$ cat config.mk
export PLATFORM = sky130hd
export DESIGN_NAME = uart_frame_parser
export DESIGN_NICKNAME = d
export VERILOG_FILES = /design/src/rtl/uart_frame_parser.sv
export SDC_FILE = /design/constraint.sdc
export NUM_CORES = 1
export LEC_CHECK = 0
export CAP_MARGIN = 20
export CORE_MARGIN = 1
export CORE_UTILIZATION = 64
export CTS_CLUSTER_DIAMETER = 60
export DETAILED_ROUTE_END_ITERATION = 8
export GPL_TIMING_DRIVEN = 0
export PLACE_DENSITY = 0.81
export SLEW_MARGIN = 10
export SYNTH_ARGS = -nofsm -noshare
export SYNTH_HDL_FRONTEND = slang
export SYNTH_SLANG_ARGS = --single-unit
$ cat constraint.sdc
create_clock -name clk_50mhz -period 3.9 [get_ports clk_50mhz]
set_input_delay 0.39 -clock clk_50mhz [delete_from_list [all_inputs] [get_ports clk_50mhz]]
set_output_delay 0.39 -clock clk_50mhz [all_outputs]
set_load 0.05 [all_outputs]
$ cat src/rtl/uart_frame_parser.sv
// Frame parser behind the UART RX FIFO. Hunts for 55 AA LEN CMD payload CSUM frames, checks
// them and replays the payload on a valid/ready stream. Optional idle abort: FRAME_TIMEOUT_EN.
module uart_frame_parser #(
  parameter int unsigned MAX_LEN        = 16,
  parameter int unsigned TIMEOUT_CYCLES = 50000
) (
  input  logic       clk_50mhz,
  input  logic       rst,
  output logic       rd_en,
  input  logic [7:0] din,
  input  logic       empty,
  output logic       out_valid,
  input  logic       out_ready,
  output logic [7:0] out_data,
  output logic       out_last,
  output logic [7:0] out_cmd,
  output logic [7:0] out_len,
  output logic       frame_err,
  output logic [7:0] err_cnt
);

  localparam int unsigned IdxW    = (MAX_LEN > 1) ? $clog2(MAX_LEN) : 1;
  localparam logic [7:0]  MaxLenB = 8'(MAX_LEN);

  typedef enum logic [2:0] {
    StHunt1,
    StHunt2,
    StLen,
    StCmd,
    StPayload,
    StCsum,
    StEmit
  } state_e;

  state_e            state_q, state_d;
  logic              rd_pend_q;
  logic [7:0]        len_q, len_d;
  logic [7:0]        cmd_q, cmd_d;
  logic [7:0]        sum_q, sum_d;
  logic [IdxW-1:0]   idx_q, idx_d;
  logic              out_valid_q, out_valid_d;
  logic [7:0]        out_data_q, out_data_d;
  logic              out_last_q, out_last_d;
  logic [7:0]        out_cmd_q, out_cmd_d;
  logic [7:0]        out_len_q, out_len_d;
  logic              frame_err_q, frame_err_d;
  logic [7:0]        err_cnt_q, err_cnt_d;

  logic [7:0]        pay_mem [MAX_LEN];
  logic              mem_we;
  logic              consume;
  logic              reject;
  logic              timeout;
  logic [IdxW-1:0]   idx_inc;
  logic [7:0]        idx_ext;
  logic [7:0]        len_m1;

  assign consume = rd_pend_q;
  assign idx_inc = idx_q + IdxW'(1);
  assign idx_ext = 8'(idx_q);
  assign len_m1  = len_q - 8'd1;

  // At most one byte in flight; nothing is popped while replaying a frame.
  assign rd_en = !rst && !empty && !rd_pend_q && (state_q != StEmit);

`ifdef FRAME_TIMEOUT_EN
  localparam int unsigned IdleW = $clog2(TIMEOUT_CYCLES + 1);

  logic [IdleW-1:0] idle_q, idle_d;
  logic             timed;

  assign timed = (state_q != StHunt1) && (state_q != StEmit);

  always_comb begin
    idle_d  = '0;
    timeout = 1'b0;
    if (timed && !consume) begin
      if (idle_q == IdleW'(TIMEOUT_CYCLES - 1)) begin
        timeout = 1'b1;
      end else begin
        idle_d = idle_q + IdleW'(1);
      end
    end
  end

  always_ff @(posedge clk_50mhz) begin
    if (rst) begin
      idle_q <= '0;
    end else begin
      idle_q <= idle_d;
    end
  end
`else
  assign timeout = 1'b0;
`endif

  always_comb begin
    state_d     = state_q;
    len_d       = len_q;
    cmd_d       = cmd_q;
    sum_d       = sum_q;
    idx_d       = idx_q;
    out_valid_d = out_valid_q;
    out_data_d  = out_data_q;
    out_last_d  = out_last_q;
    out_cmd_d   = out_cmd_q;
    out_len_d   = out_len_q;
    frame_err_d = 1'b0;
    err_cnt_d   = err_cnt_q;
    mem_we      = 1'b0;
    reject      = 1'b0;

    unique case (state_q)
      StHunt1: begin
        if (consume && din == 8'h55) state_d = StHunt2;
      end
      StHunt2: begin
        if (consume) begin
          if (din == 8'hAA)      state_d = StLen;
          else if (din == 8'h55) state_d = StHunt2;
          else                   state_d = StHunt1;
        end
      end
      StLen: begin
        if (consume) begin
          if (din == 8'd0 || din > MaxLenB) begin
            reject = 1'b1;
          end else begin
            len_d   = din;
            sum_d   = din;
            idx_d   = '0;
            state_d = StCmd;
          end
        end
      end
      StCmd: begin
        if (consume) begin
          cmd_d   = din;
          sum_d   = sum_q + din;
          state_d = StPayload;
        end
      end
      StPayload: begin
        if (consume) begin
          mem_we = 1'b1;
          sum_d  = sum_q + din;
          idx_d  = idx_inc;
          if (idx_ext == len_m1) state_d = StCsum;
        end
      end
      StCsum: begin
        if (consume) begin
          if (din == sum_q) begin
            state_d     = StEmit;
            idx_d       = '0;
            out_valid_d = 1'b1;
            out_data_d  = pay_mem[0];
            out_last_d  = (len_q == 8'd1);
            out_cmd_d   = cmd_q;
            out_len_d   = len_q;
          end else begin
            reject = 1'b1;
          end
        end
      end
      StEmit: begin
        if (out_valid_q && out_ready) begin
          if (out_last_q) begin
            out_valid_d = 1'b0;
            out_last_d  = 1'b0;
            state_d     = StHunt1;
          end else begin
            idx_d      = idx_inc;
            out_data_d = pay_mem[idx_inc];
            out_last_d = ((idx_ext + 8'd1) == len_m1);
          end
        end
      end
      default: state_d = StHunt1;
    endcase

    if (timeout) reject = 1'b1;

    // The offending byte is dropped, not re-examined as a header.
    if (reject) begin
      state_d     = StHunt1;
      frame_err_d = 1'b1;
      if (err_cnt_q != 8'hFF) err_cnt_d = err_cnt_q + 8'd1;
    end
  end

  always_ff @(posedge clk_50mhz) begin
    if (rst) begin
      state_q     <= StHunt1;
      rd_pend_q   <= 1'b0;
      len_q       <= '0;
      cmd_q       <= '0;
      sum_q       <= '0;
      idx_q       <= '0;
      out_valid_q <= 1'b0;
      out_data_q  <= '0;
      out_last_q  <= 1'b0;
      out_cmd_q   <= '0;
      out_len_q   <= '0;
      frame_err_q <= 1'b0;
      err_cnt_q   <= '0;
    end else begin
      state_q     <= state_d;
      rd_pend_q   <= rd_en;
      len_q       <= len_d;
      cmd_q       <= cmd_d;
      sum_q       <= sum_d;
      idx_q       <= idx_d;
      out_valid_q <= out_valid_d;
      out_data_q  <= out_data_d;
      out_last_q  <= out_last_d;
      out_cmd_q   <= out_cmd_d;
      out_len_q   <= out_len_d;
      frame_err_q <= frame_err_d;
      err_cnt_q   <= err_cnt_d;
    end
  end

  always_ff @(posedge clk_50mhz) begin
    if (mem_we) pay_mem[idx_q] <= din;
  end

  assign out_valid = out_valid_q;
  assign out_data  = out_data_q;
  assign out_last  = out_last_q;
  assign out_cmd   = out_cmd_q;
  assign out_len   = out_len_q;
  assign frame_err = frame_err_q;
  assign err_cnt   = err_cnt_q;

endmodule
# Word-level counts from Yosys, hierarchy flattened
# Memories as Yosys holds them, arrays and structs flattened.
# Cells that the tools add are included.
# Widths: inputs -> output; s select.
[word_totals]
n_memories = 1
ram_bits = 128
out_inout_bits = 36
wordCells = 125
ff_bits = 67
in_bits = 12
[op_classes]
n_reduce_logical = 26
muxes = 51
n_eq_ne = 27
addsub = 5
n_bitwise = 1
magnitude_cmp = 1
[memory_table]
columns = ["name", "depth", "word_bits", "rd", "rd_clocked_by_memory_dff", "write_ports", "line", "source"]
rows = [
  ["pay_mem", 16, 8, 2, 0, 1, "49", "logic [7:0] pay_mem [MAX_LEN];"],
]
[op_table]
columns = ["op", "n"]
rows = [
  ["$mux 8", 7],
  ["$mux 3", 11],
  ["$pmux 8 s2", 2],
  ["$mux 4", 7],
  ["$ne 2x2->1 const B", 12],
  ["$pmux 3 s7", 1],
  ["$mux 1", 18],
  ["$pmux 4 s4", 1],
  ["$reduce_and 11->1", 1],
  ["$reduce_and 5->1", 2],
  ["$eq 3x3->1 const B", 3],
  ["$add 8x1->8 const B", 1],
  ["$add 8x8->8", 1],
  ["$eq 4x8->1", 1],
  ["$eq 5x8->1", 1],
  ["$eq 8x1->1 const B", 1],
  ["$eq 8x7->1 const B", 1],
  ["$eq 8x8->1", 1],
  ["$eq 8x8->1 const B", 1],
  ["$gt 8x5->1 const B", 1],
  ["$logic_not 8->1", 1],
  ["$ne 8x8->1 const B", 1],
  ["$reduce_and 4->1", 2],
  ["$reduce_and 8->1", 1],
  ["other kinds (19)", 32],
]

# Logic depth before layout (Yosys ltp)
[depth]
ltp_word = 6
ltp_mapped = 11
ltp_nobuf = 8

# Worst setup path after synthesis
# Ideal clock, no wire load.
[synth_timing]
path_kind = "register -> output"
start = "reg state_q[0]"
end = "out rd_en"
required_ns = 3.510
arrival_time_ns = 2.335
path_stages_with_launch = 4
setup_slack_ns = 1.175
path_cell_list = "dfxtp_1 -> clkbuf_1 -> and3b_1 -> nor4_1"
[synth_via]
elab_chain_len = 2
[synth_rtl]
columns = ["element", "line", "source"]
rows = [
  ["from (decl)", "35", "state_e state_q, state_d;"],
  ["from (signal assigned)", "194", "state_q <= StHunt1;"],
  ["from (signal assigned)", "208", "state_q <= state_d;"],
  ["$ne 3x3->1", "64", "assign rd_en = !rst && !empty && !rd_pend_q && (state_q != StEmit);"],
  ["$logic_and 1x1->1", "64", ""],
  ["to (decl)", "9", "output logic rd_en,"],
]
# Every way passes these cells.

# Worst setup path after layout
[layout_timing]
start = "reg idx_q[0]"
end = "reg out_data_q[1] (netlist: out_data[1])"
[layout_via]
elab_chain_len = 5
[layout_rtl]
columns = ["element", "line", "source"]
rows = [
  ["from (decl)", "40", "logic [IdxW-1:0] idx_q, idx_d;"],
  ["from (signal assigned)", "213", "idx_q <= idx_d;"],
  ["$add 4x1->4", "59", "assign idx_inc = idx_q + IdxW'(1);"],
  ["$mem_v2 16x8", "n/a", ""],
  ["$mux 8", "168", "if (out_last_q) begin"],
  ["$mux 8", "167", "if (out_valid_q && out_ready) begin"],
  ["$pmux 8 s2", "113", "unique case (state_q)"],
  ["to (signal assigned)", "215", "out_data_q <= out_data_d;"],
  ["to (decl)", "42", "logic [7:0] out_data_q, out_data_d;"],
]
# Every way passes these cells. The select of a mux whose other input is x is not followed.
# A chain may end at the register's enable or synchronous reset.

==> impl_metrics.yaml <==
logic_synthesis:
  syn-num-nets: 697
  yosys_register_bits: 195
  synthArstFlopShare_pct: 0
  synth_edf_count: 128
  avgSynthCellArea_sq_um: 13.0
  ys.flop_type: "edfxtp_1"
  synth-seq-area-share_pct: 59.5
  synthesis.instances: 670
  mappedNetlistArea_sq_um: 8720
  synth_warnings: 0
  ys_types: 69
placement:
  pre_cts_slack_ns: 0.105
  routabilityCongestion: 0.886
  number_of_placed_cells_counting_well_taps: 896
  place_hpwl_um: 13600
  numPortBuffers: 47
die:
  die_width_um: 119
  row_count: 42
  initial_utilization_pct: 65.8
  die_height_um: 119
  core_area_sq_um: 13200
  design.die.area_sq_um: 14100
  io_pins: 48
sta:
  drv_slew: 0
  fin_crit_sh_pct: 93.8
  tightest_slew_ns: 1.09
  final.setup_skew_ns: 0.00850
  fmax_mhz: 274
  final_total_negative_setup_slack_ns: 0
  grt_setup_unrepaired: "false"
  slew_headroom_pct: 26.9
  finalSetupViolations: 0
  setup_slack_ns: 0.244
  final.min_clock_period_ns: 3.66
  final_hold_viol_count: 0
status:
  outcome: "finished clean"
grt:
  grt.total_usage_pct: 31.0
  grt_antenna_before_repair: 0
  grt.overflow.total: 0
  number_of_global_route_vias_before_repair: 5937
  grt_pass1_wl_um: 32400
  grt_start_max_net_pins: 25
job:
  maxcap_viol_count: 0
worst_hold_path:
  hold_class: "reg -> reg"
  min_delay_path_depth: 2
power_and_ir_drop:
  fin_total_pwr_uw: 4050
  power.leakage_uw: 0.00353
  power_per_cell_area_nw_per_um2: 404
  peakVddDrop_mv: 0.373
clock_tree:
  clkSinkCount: 195
  postCtsHoldBufs: 0
  number_of_cts_inserted_buffers: 17
  clk_transition_reported_paths_ns: 0.07
  cts.path.max_buffers: 2
  h-tree-depth: 4
  worstSkewPairLatency_ns: 0.44
  tritoncts: "yes"
  clock-root-buffer: "clkbuf_16"
finish:
  synthToLayoutAreaGrowth_pct: 15.2
  filler_cell_count: 842
  fin_nets: 767
  final_core_utilization_pct: 75.8
  layout.cells.non_filler: 929
  antenna-diode-count: 0
  layout-drive-gt1-share_pct: 12.5
detailed_routing:
  drc_errors: 0
  drtAntennaViolNets: 0
  drt_iter0_markers: 792
  routed_wirelength_normalized_by_instance_count_um: 22.0
  drt_first_pass_iters: 5
  routed_wirelength_um: 20400
  routed-via-count: 6010
  avgViaCountPerCell: 6.47
setup_path:
  critical_path_class: "reg -> reg"
  timing.critical_path.arrival_ns: 3.96
  data_required_time_at_the_worst_endpoint_ns: 4.20
  worst_r2r_path_depth: 11
  critPathCaptureType: "flip-flop"
  critical_path.startpoint_type: "flip-flop"
  critPathMaxFanout: 10
timing repair:
item / in CTS / in global routing
buffers inserted: 0 / 0
resized for setup: 0 / 2
endpoints found under the setup margin: 0 / 1
per-layer routing:
metal	part of all wire, %	vias to the layer above	GRT usage (%)
met4	1.8	0	10.1
met1	41	2940	42.5
met2	49	329	49.5
met5	0	-	0
met3	8.3	39	6.95
li1	-	2702	-
final timing paths:
| path | startpoint | to | slack (ns) |
|---|---|---|---|
| worst min register to register | cmd_q[5] | cmd_q[5] | 0.47 |
| worst max register to register | idx_q[0] | out_data[1] | 0.24 |
| worst min-delay path | cmd_q[5] | cmd_q[5] | 0.47 |
| worst max-delay path | idx_q[0] | out_data[1] | 0.24 |
final cells by class:
| class | instances | area (sq um) | share of cell area, % |
|---|---|---|---|
| Buffer | 37 | 160 | 1.60 |
| Clock buffer | 19 | 443 | 4.41 |
| Clock inverter | 13 | 163 | 1.62 |
| Inverter | 24 | 90.1 | 0.897 |
| Multi-Input combinational cell | 414 | 3280 | 32.7 |
| Sequential cell | 195 | 5180 | 51.6 |
| Tap cell | 176 | 220 | 2.19 |
| Timing Repair Buffer | 51 | 495 | 4.93 |
cells by family (layout without fill, tap and decap cells):
kind of cell             Yosys count  after routing  share of synthesized area, %
AND/OR/NAND/NOR                  207            207                          12.0
flip-flops                       195            195                          59.5
AO/OA/AOI/OAI                    103            103                          8.35
multiplexers                      74             74                          13.2
buffers and inverters             61            144                          2.86
adder cells (fa/ha/maj)           15             15                          2.24
XOR/XNOR                          15             15                          1.81
synthesized netlist by cell type (2+ instances only):
cell type,instances,share of area [%]
a211oi_1,4,0.34
a21oi_1,30,1.7
a2bb2oi_1,3,0.30
a311oi_1,3,0.30
a31oi_1,3,0.22
and2_1,2,0.14
and3_1,6,0.43
and3b_1,2,0.20
buf_2,13,0.75
clkbuf_1,22,0.95
dfxtp_1,67,15
edfxtp_1,128,44
ha_1,14,2.0
inv_1,24,1.0
mux2i_1,40,4.6
mux4_2,32,8.3
nand2_1,58,2.5
nand2b_1,4,0.29
nand3_1,22,1.3
nand4_1,9,0.65
nor2_1,51,2.2
nor2b_1,6,0.43
nor3_1,15,0.86
nor3b_1,3,0.26
nor4_1,5,0.36
nor4b_1,5,0.50
nor4bb_1,2,0.23
o2111ai_1,3,0.30
o211ai_1,11,0.95
o21a_1,8,0.69
o21ai_0,4,0.23
o21ai_1,3,0.17
o21ai_2,2,0.20
o21bai_1,2,0.17
o311ai_1,2,0.20
o31ai_1,6,0.52
o41ai_1,5,0.50
or2_2,2,0.14
or3_1,4,0.29
or4_1,5,0.43
xnor2_1,7,0.70
xor2_1,6,0.60
critical path: stages, from the launching register on:
cell and delay [ns]:
dfxtp_1 0.37, buf_2 0.32, buf_2 0.37, inv_1 0.13, ha_1 0.29, clkbuf_1 0.43
clkbuf_1 0.49, mux4_2 0.39, mux2i_1 0.31, mux2i_1 0.18, nand3_1 0.15, o211ai_1 0.09
power breakdown:
| part | internal [uW] | total, uW | switching, uW |
|---|---|---|---|
| clock network | 937 | 1760 | 823 |
| logic | 24.7 | 96.5 | 71.8 |
| registers | 2200 | 2200 | 0.184 |
registers in the layout (all words and copies together) (netlist names):
| signal | cells |
|---|---|
| cmd_q | 8 |
| consume | 1 |
| err_cnt | 8 |
| frame_err | 1 |
| idx_q | 4 |
| len_q | 8 |
| out_cmd | 8 |
| out_data | 8 |
| out_last | 1 |
| out_len | 8 |
| out_valid | 1 |
| pay_mem | 128 |
| state_q | 3 |
| sum_q | 8 |
through the flow:
stage	area, sq um	hold WS (ns)
after floorplan	8720	0.436
after global placement	9410	0.447
after CTS	10000	0.464
final	10000	0.466
after global routing	10000	0.480
after detailed placement	9430	0.452
placed cells by master (no fill, tap or decap), types with 6 or more instances in the layout:
| cell | netlist | routed |
|---|---|---|
| o211ai_1 | 11 | 11 |
| ha_1 | 14 | 14 |
| mux2i_1 | 40 | 40 |
| a21oi_1 | 30 | 30 |
| inv_1 | 24 | 24 |
| nand2_1 | 58 | 58 |
| xor2_1 | 6 | 6 |
| clkbuf_16 | 0 | 17 |
| nor3_1 | 15 | 15 |
| buf_2 | 13 | 15 |
| xnor2_1 | 7 | 7 |
| edfxtp_1 | 128 | 128 |
| clkdlybuf4s50_1 | 0 | 47 |
| mux4_2 | 32 | 32 |
| and3_1 | 6 | 6 |
| o31ai_1 | 6 | 6 |
| clkbuf_1 | 22 | 22 |
| o21a_1 | 8 | 8 |
| dfxtp_1 | 67 | 67 |
| nor2_1 | 51 | 51 |
| nand4_1 | 9 | 9 |
| nand3_1 | 22 | 22 |
| nor2b_1 | 6 | 6 |
No activity file was read; power rests on OpenSTA's default activity.
